===== config.mk =====
export PLATFORM = sky130hd
export DESIGN_NAME = la_dffpipe
export DESIGN_NICKNAME = d
export VERILOG_FILES = /design/src/rtl/la_dffpipe.sv
export SDC_FILE = /design/constraint.sdc
export NUM_CORES = 1
export LEC_CHECK = 0
export CAP_MARGIN = 20
export CORE_AREA = 8 8 45 47
export DETAILED_ROUTE_END_ITERATION = 7
export DIE_AREA = 0 0 53 55
export PLACE_DENSITY = 0.49
export RECOVER_POWER = 25
export SYNTH_ARGS = -nofsm -noshare
export SYNTH_HDL_FRONTEND = slang
export SYNTH_SLANG_ARGS = --single-unit

===== constraint.sdc =====
create_clock -name clk -period 2.13 [get_ports clk]
set_clock_uncertainty 0.15 [all_clocks]
set_input_delay 0.3195 -clock clk [delete_from_list [all_inputs] [get_ports clk]]
set_output_delay 0.3195 -clock clk [all_outputs]
set_load 0.1 [all_outputs]

===== src/rtl/la_dffpipe.sv =====
// ---------------------------------------------------------------------------
// la_dffpipe
//
// Purpose:
//   Elastic register pipeline. WIDTH-bit words travel through DEPTH flop
//   stages, each with its own valid bit and valid/ready handshake. Stages hold
//   under back-pressure and empty stages (bubbles) are filled immediately,
//   because each stage's ready looks at every stage between it and the output.
//   Used for retiming long paths, crossing floorplan regions and buffering
//   stream interfaces within a single clock domain.
//
// Parameters:
//   WIDTH   data width in bits (>=1)
//   DEPTH   number of register stages (>=1)
//   RSTVAL  value loaded into every stage's data register on reset
//   PROP    implementation property string for technology mapping
//
// Ports:
//   clk        rising-edge clock
//   reset      synchronous active-high reset (wins over flush)
//   flush      synchronous discard of all pipeline contents
//   in_valid   upstream has data
//   in_ready   pipeline accepts in_data this cycle
//   in_data    upstream data
//   out_valid  output stage holds valid data
//   out_ready  downstream accepts out_data this cycle
//   out_data   data from the last stage
//   count      number of stages currently holding valid data
// ---------------------------------------------------------------------------
module la_dffpipe #(
   parameter int               WIDTH  = 1,
   parameter int               DEPTH  = 2,
   parameter logic [WIDTH-1:0] RSTVAL = '0,
   parameter string            PROP   = "DEFAULT"
) (
   input  logic                         clk,
   input  logic                         reset,
   input  logic                         flush,
   input  logic                         in_valid,
   output logic                         in_ready,
   input  logic [WIDTH-1:0]             in_data,
   output logic                         out_valid,
   input  logic                         out_ready,
   output logic [WIDTH-1:0]             out_data,
   output logic [$clog2(DEPTH+1)-1:0]   count
);

   localparam int CountW = $clog2(DEPTH+1);

   // PROP only steers technology mapping; it has no effect on the RTL
   // behaviour, so it simply selects an empty block here.
   if (PROP == "") begin : gNoProp
   end

   logic [DEPTH-1:0] r_valid;
   logic [WIDTH-1:0] r_data [DEPTH];

   logic [DEPTH-1:0] w_rdy;
   logic             w_tailFull;
   logic [DEPTH-1:0] w_inValid;
   logic [WIDTH-1:0] w_inData [DEPTH];
   logic [CountW-1:0] w_count;

   // Stage readiness. A stage can load when it is empty or the stage after it
   // can load; unrolled, that is "downstream is ready or some stage from here
   // to the output is empty". Computing it that way from a running AND of the
   // tail valids avoids a self-referencing vector while keeping the same
   // out_ready -> in_ready chain.
   always_comb begin
      w_rdy      = '0;
      w_tailFull = 1'b1;
      for (int i = DEPTH-1; i >= 0; i--) begin
         w_tailFull = w_tailFull & r_valid[i];
         w_rdy[i]   = out_ready | ~w_tailFull;
      end
   end

   // What each stage would load: stage 0 takes the upstream interface, every
   // other stage takes the contents of the stage before it.
   always_comb begin
      w_inValid    = '0;
      w_inValid[0] = in_valid;
      w_inData[0]  = in_data;
      for (int i = 1; i < DEPTH; i++) begin
         w_inValid[i] = r_valid[i-1];
         w_inData[i]  = r_data[i-1];
      end
   end

   // Stage registers. Reset clears valids and presets data; flush only clears
   // valids. Otherwise a ready stage takes its incoming valid, but its data
   // register only toggles when that incoming word is actually valid, so a
   // drained pipe keeps showing the last word that passed through.
   always_ff @(posedge clk) begin
      if (reset) begin
         r_valid <= '0;
         for (int i = 0; i < DEPTH; i++) begin
            r_data[i] <= RSTVAL;
         end
      end else if (flush) begin
         r_valid <= '0;
      end else begin
         for (int i = 0; i < DEPTH; i++) begin
            if (w_rdy[i]) begin
               r_valid[i] <= w_inValid[i];
               if (w_inValid[i]) begin
                  r_data[i] <= w_inData[i];
               end
            end
         end
      end
   end

   // Occupancy is just the number of set valid bits.
   always_comb begin
      w_count = '0;
      for (int i = 0; i < DEPTH; i++) begin
         w_count = w_count + CountW'(r_valid[i]);
      end
   end

   // During a flush cycle both handshakes are blocked so that nothing is
   // accepted or emitted while the contents are being discarded.
   assign in_ready  = w_rdy[0] & ~flush;
   assign out_valid = r_valid[DEPTH-1] & ~flush;
   assign out_data  = r_data[DEPTH-1];
   assign count     = w_count;

endmodule


Word level (Yosys, flattened, before mapping)
Memory sizes are Yosys's and may differ from the RTL's.
Cells that the tools add are included.
{ "classes": {"addsub": 1, "muxes": 14, "bitwise": 10, "reduce_logical": 1} }
{ "op_table": {"columns": ["cell", "n"], "rows": [
  ["$mux W1", 14],
  ["$or A1 B1 Y1", 4],
  ["$and A1 B1 Y1", 3],
  ["$not A1 Y1", 3],
  ["$add A1 B1 Y2", 1],
  ["$reduce_or A2 Y1", 1]
]} }
{ "totals": {"in_bits": 6, "regBits": 2, "word_cells": 29, "memories": 1, "mem_bits_rw": 2} }
{ "memory_table": {"columns": ["memory", "depth", "word_bits", "read_ports", "rd_clocked_by_memory_dff", "wr", "line_no", "source"], "rows": [
  ["r_data", 2, 1, 2, 0, 2, "56", "logic [WIDTH-1:0] r_data [DEPTH];"]
]} }

Logic depth before layout (Yosys ltp)
{ "logic_depth": {"word_depth": 8, "mapped_depth": 4, "mapped_depth_nobuf": 4} }

Worst setup path before layout
Ideal clock, no wire load.
{ "synth_timing": {"path_kind": "register to register", "startpoint": "register r_valid[0]", "endpoint": "memory r_data[0][0], enable pin", "arrival_ps": 2368, "setup_time_ps": 295, "path_slack_ps": -683, "stages_incl_launch_ff": 4, "path_buffers": 0, "cell_sequence": "dfxtp_1 -> ha_1 -> a21oi_1 -> a21o_1"} }
{ "synth_rtl": {"columns": ["element", "line_no", "source"], "rows": [
  ["from (decl)", "55", "logic [DEPTH-1:0] r_valid;"],
  ["from (signal, indexed assignment)", "105", "r_valid[i] <= w_inValid[i];"],
  ["to (decl)", "56", null]
]} }

Worst setup path in the final report
{ "layout_timing": {"startpoint": "input port out_ready", "endpoint": "output port in_ready"} }
{ "layout_via": {"elab_chain_len": 2} }
{ "layout_lines": {"columns": ["element", "line_no", "source"], "rows": [
  ["from (decl)", "43", "input logic out_ready,"],
  ["$or A1 B1 Y1", "74", "w_rdy[i] = out_ready | ~w_tailFull;"],
  ["$and A1 B1 Y1", "124", "assign in_ready = w_rdy[0] & ~flush;"],
  ["to (decl)", "40", "output logic in_ready,"]
]} }
No other way between the ends.

==> impl_metrics.json <==
{
  "clock-sinks": 4,
  "numCtsBuffers": 3,
  "syn2layout_area_growth_pct": 80.45,
  "min_period_over_period": 0.8524,
  "power.leakage_nw": 0.1602,
  "wl_um": 578,
  "crit_slowest_cell": "dlygate4sd3_1",
  "rsz0062_at_grt": "no",
  "grt_overflow": 0,
  "dr.pass1.iters": 2,
  "syn_area_per_cell_um2": 10.67,
  "place_hpwl_um": 464.6,
  "start_util": 0.1618,
  "synth_cell_types": 16,
  "fin_nets": 42,
  "routabilityCongestion": 0.6183,
  "drv_cap": 0,
  "final_cell_mix": "clkdlybuf4s50_1 (4), buf_12 (4), clkbuf_4 (3)",
  "final_cells": 50,
  "syn_area_um2": 224.0,
  "endpoint_kind": "output pin",
  "status": "complete, no violations",
  "min_path_type": "register to register",
  "total_power_uw": 258.3,
  "max_freq_ghz": 0.5508,
  "dp.cells": 46,
  "slowest_delay_ps": 550,
  "finalMaxSlewViolations": 0,
  "cp.arrival_ps": 1350,
  "finalHoldViolCount": 0,
  "hold_path_depth": 2,
  "worst_slack_ps": 314.4,
  "drtAntennaViolNets": 0,
  "core_um2": 1384,
  "critPathMaxFanout": 3,
  "grtUsageTotal": 0.05139,
  "diodes": 0,
  "rr_startpoint": "r_valid[0]",
  "finish.utilization": 0.2920,
  "postCtsSetupRepairBufs": 0,
  "antenna_found_initial": 0,
  "power_density_nw_per_um2": 639.2,
  "worstPathRequired_ps": 1660,
  "tns_ps": 0,
  "htree_levels": 1,
  "rows": 14,
  "cts_root_buf": "clkbuf_4",
  "hold_buffers": 0,
  "worstSkewPairLatency_ps": 240,
  "setup_violations": 0,
  "worst_ir_drop_vdd_mv": 0.1691,
  "crit_chain": "dlygate4sd3_1 > inv_1 > a21oi_2 > buf_12",
  "critPathKind": "input pin to output pin",
  "period_needed_ps": 1816,
  "io_buffer_count": 10,
  "grt_max_degree": 8,
  "cp_num_cells": 4,
  "crit_family": "buffers and inverters",
  "clk_pin_slew_ps": 40,
  "die_area_um2": 2915,
  "startpoint_type": "input pin",
  "ctsResizeCount": 0,
  "r2r_setup_slack_ps": 620,
  "cts_tree": "built",
  "fin_area_um2": 404.1,
  "synth_warnings": 0,
  "hold_path_end": "r_valid[1]",
  "ys_seq_area_frac": 0.4469,
  "relSlewSlack": 0.6405,
  "syn_nets": 28,
  "placed_cell_area_um2": 380.4,
  "timing.hold.ws_ps": 416.4,
  "drt_iter0_drc": 2,
  "detail_route.vias_per_cell": 4.120,
  "r2r_end": "r_data[0][1]",
  "die_h_um": 55,
  "drc": 0,
  "num_io_pins": 11,
  "drive_above_1_share": 0.3529,
  "die_w_um": 53,
  "grt_pass1_wl_um": 966,
  "cp_num_buf_inv": 3,
  "cts_max_path_buffers": 2,
  "dp_slack_ps": 347.2,
  "tightest_slew_ps": 541.6,
  "synth_cells": 21,
  "vias": 206,
  "yosys_register_bits": 4,
  "wire_per_inst_um": 11.56,
  "reg2reg_depth": 4,
  "min_from": "r_valid[1]",
  "grt_pass1_vias": 234
}
==> worst register-to-register path, stage by stage (launching register included) <==
cell	delay, ps
dfxtp_1	400
ha_1	310
nand2b_2	110
a22oi_2	210
nor4b_1	70
==> layout make-up <==
cell class | instances | area, um^2
Fill cell | 143 | 979.7
Timing Repair Buffer | 10 | 135.1
Multi-Input combinational cell | 15 | 118.9
Sequential cell | 4 | 100.1
Clock buffer | 4 | 26.28
Tap cell | 16 | 20.02
Inverter | 1 | 3.754
==> sequential cells by signal (all words and copies together) (netlist names) <==
name,cells
r_valid,2
r_data,2
==> cells in the mapped netlist <==
cell	instances	area share
a21o_1	1	0.034
a21oi_1	2	0.045
a22oi_2	1	0.056
buf_4	1	0.034
dfxtp_1	2	0.18
edfxtp_1	2	0.27
ha_1	1	0.056
inv_1	1	0.017
mux2i_1	1	0.045
nand2_1	1	0.017
nand2b_1	1	0.028
nand2b_2	1	0.039
nor2b_1	1	0.028
nor3_1	2	0.045
nor4b_1	2	0.078
o21bai_1	1	0.034
==> layer usage <==
layer	track usage	vias to the layer above	share of wire	wire length, um
met1	0.03501	93	0.36	206
met2	0.07422	8	0.47	269
met4	0.06466	0	0.036	21
met5	0	-	0	0
li1	-	103	-	-
met3	0.04813	2	0.14	80
==> logic make-up after synthesis <==
group | count (synthesis) | share of synthesized area
AOI/OAI and AO/OA | 5 | 0.1676
adders and majority gates | 1 | 0.05586
buffers and inverters | 2 | 0.05028
DFF | 4 | 0.4469
muxes | 1 | 0.04469
and+or+nand+nor | 8 | 0.2347
==> worst max-delay path by stage <==
| stage | slack [ps] | to | from |
|---|---|---|---|
| after floorplan | -8 | r_data[0][0] | r_valid[0] |
| after global placement | 340 | in_ready | flush |
| after detailed placement | 350 | in_ready | flush |
| after CTS | 320 | in_ready | r_valid[0] |
| after global routing | 250 | in_ready | out_ready |
| final | 310 | in_ready | out_ready |
==> power by group <==
part,switching [mW],internal (mW),total (mW)
Combinational,0.0382,0.0238,0.0620
Sequential,0.00190,0.0847,0.0866
Clock,0.0389,0.0708,0.110
Total,0.0790,0.179,0.258
No activity file was read; power rests on OpenSTA's default activity.
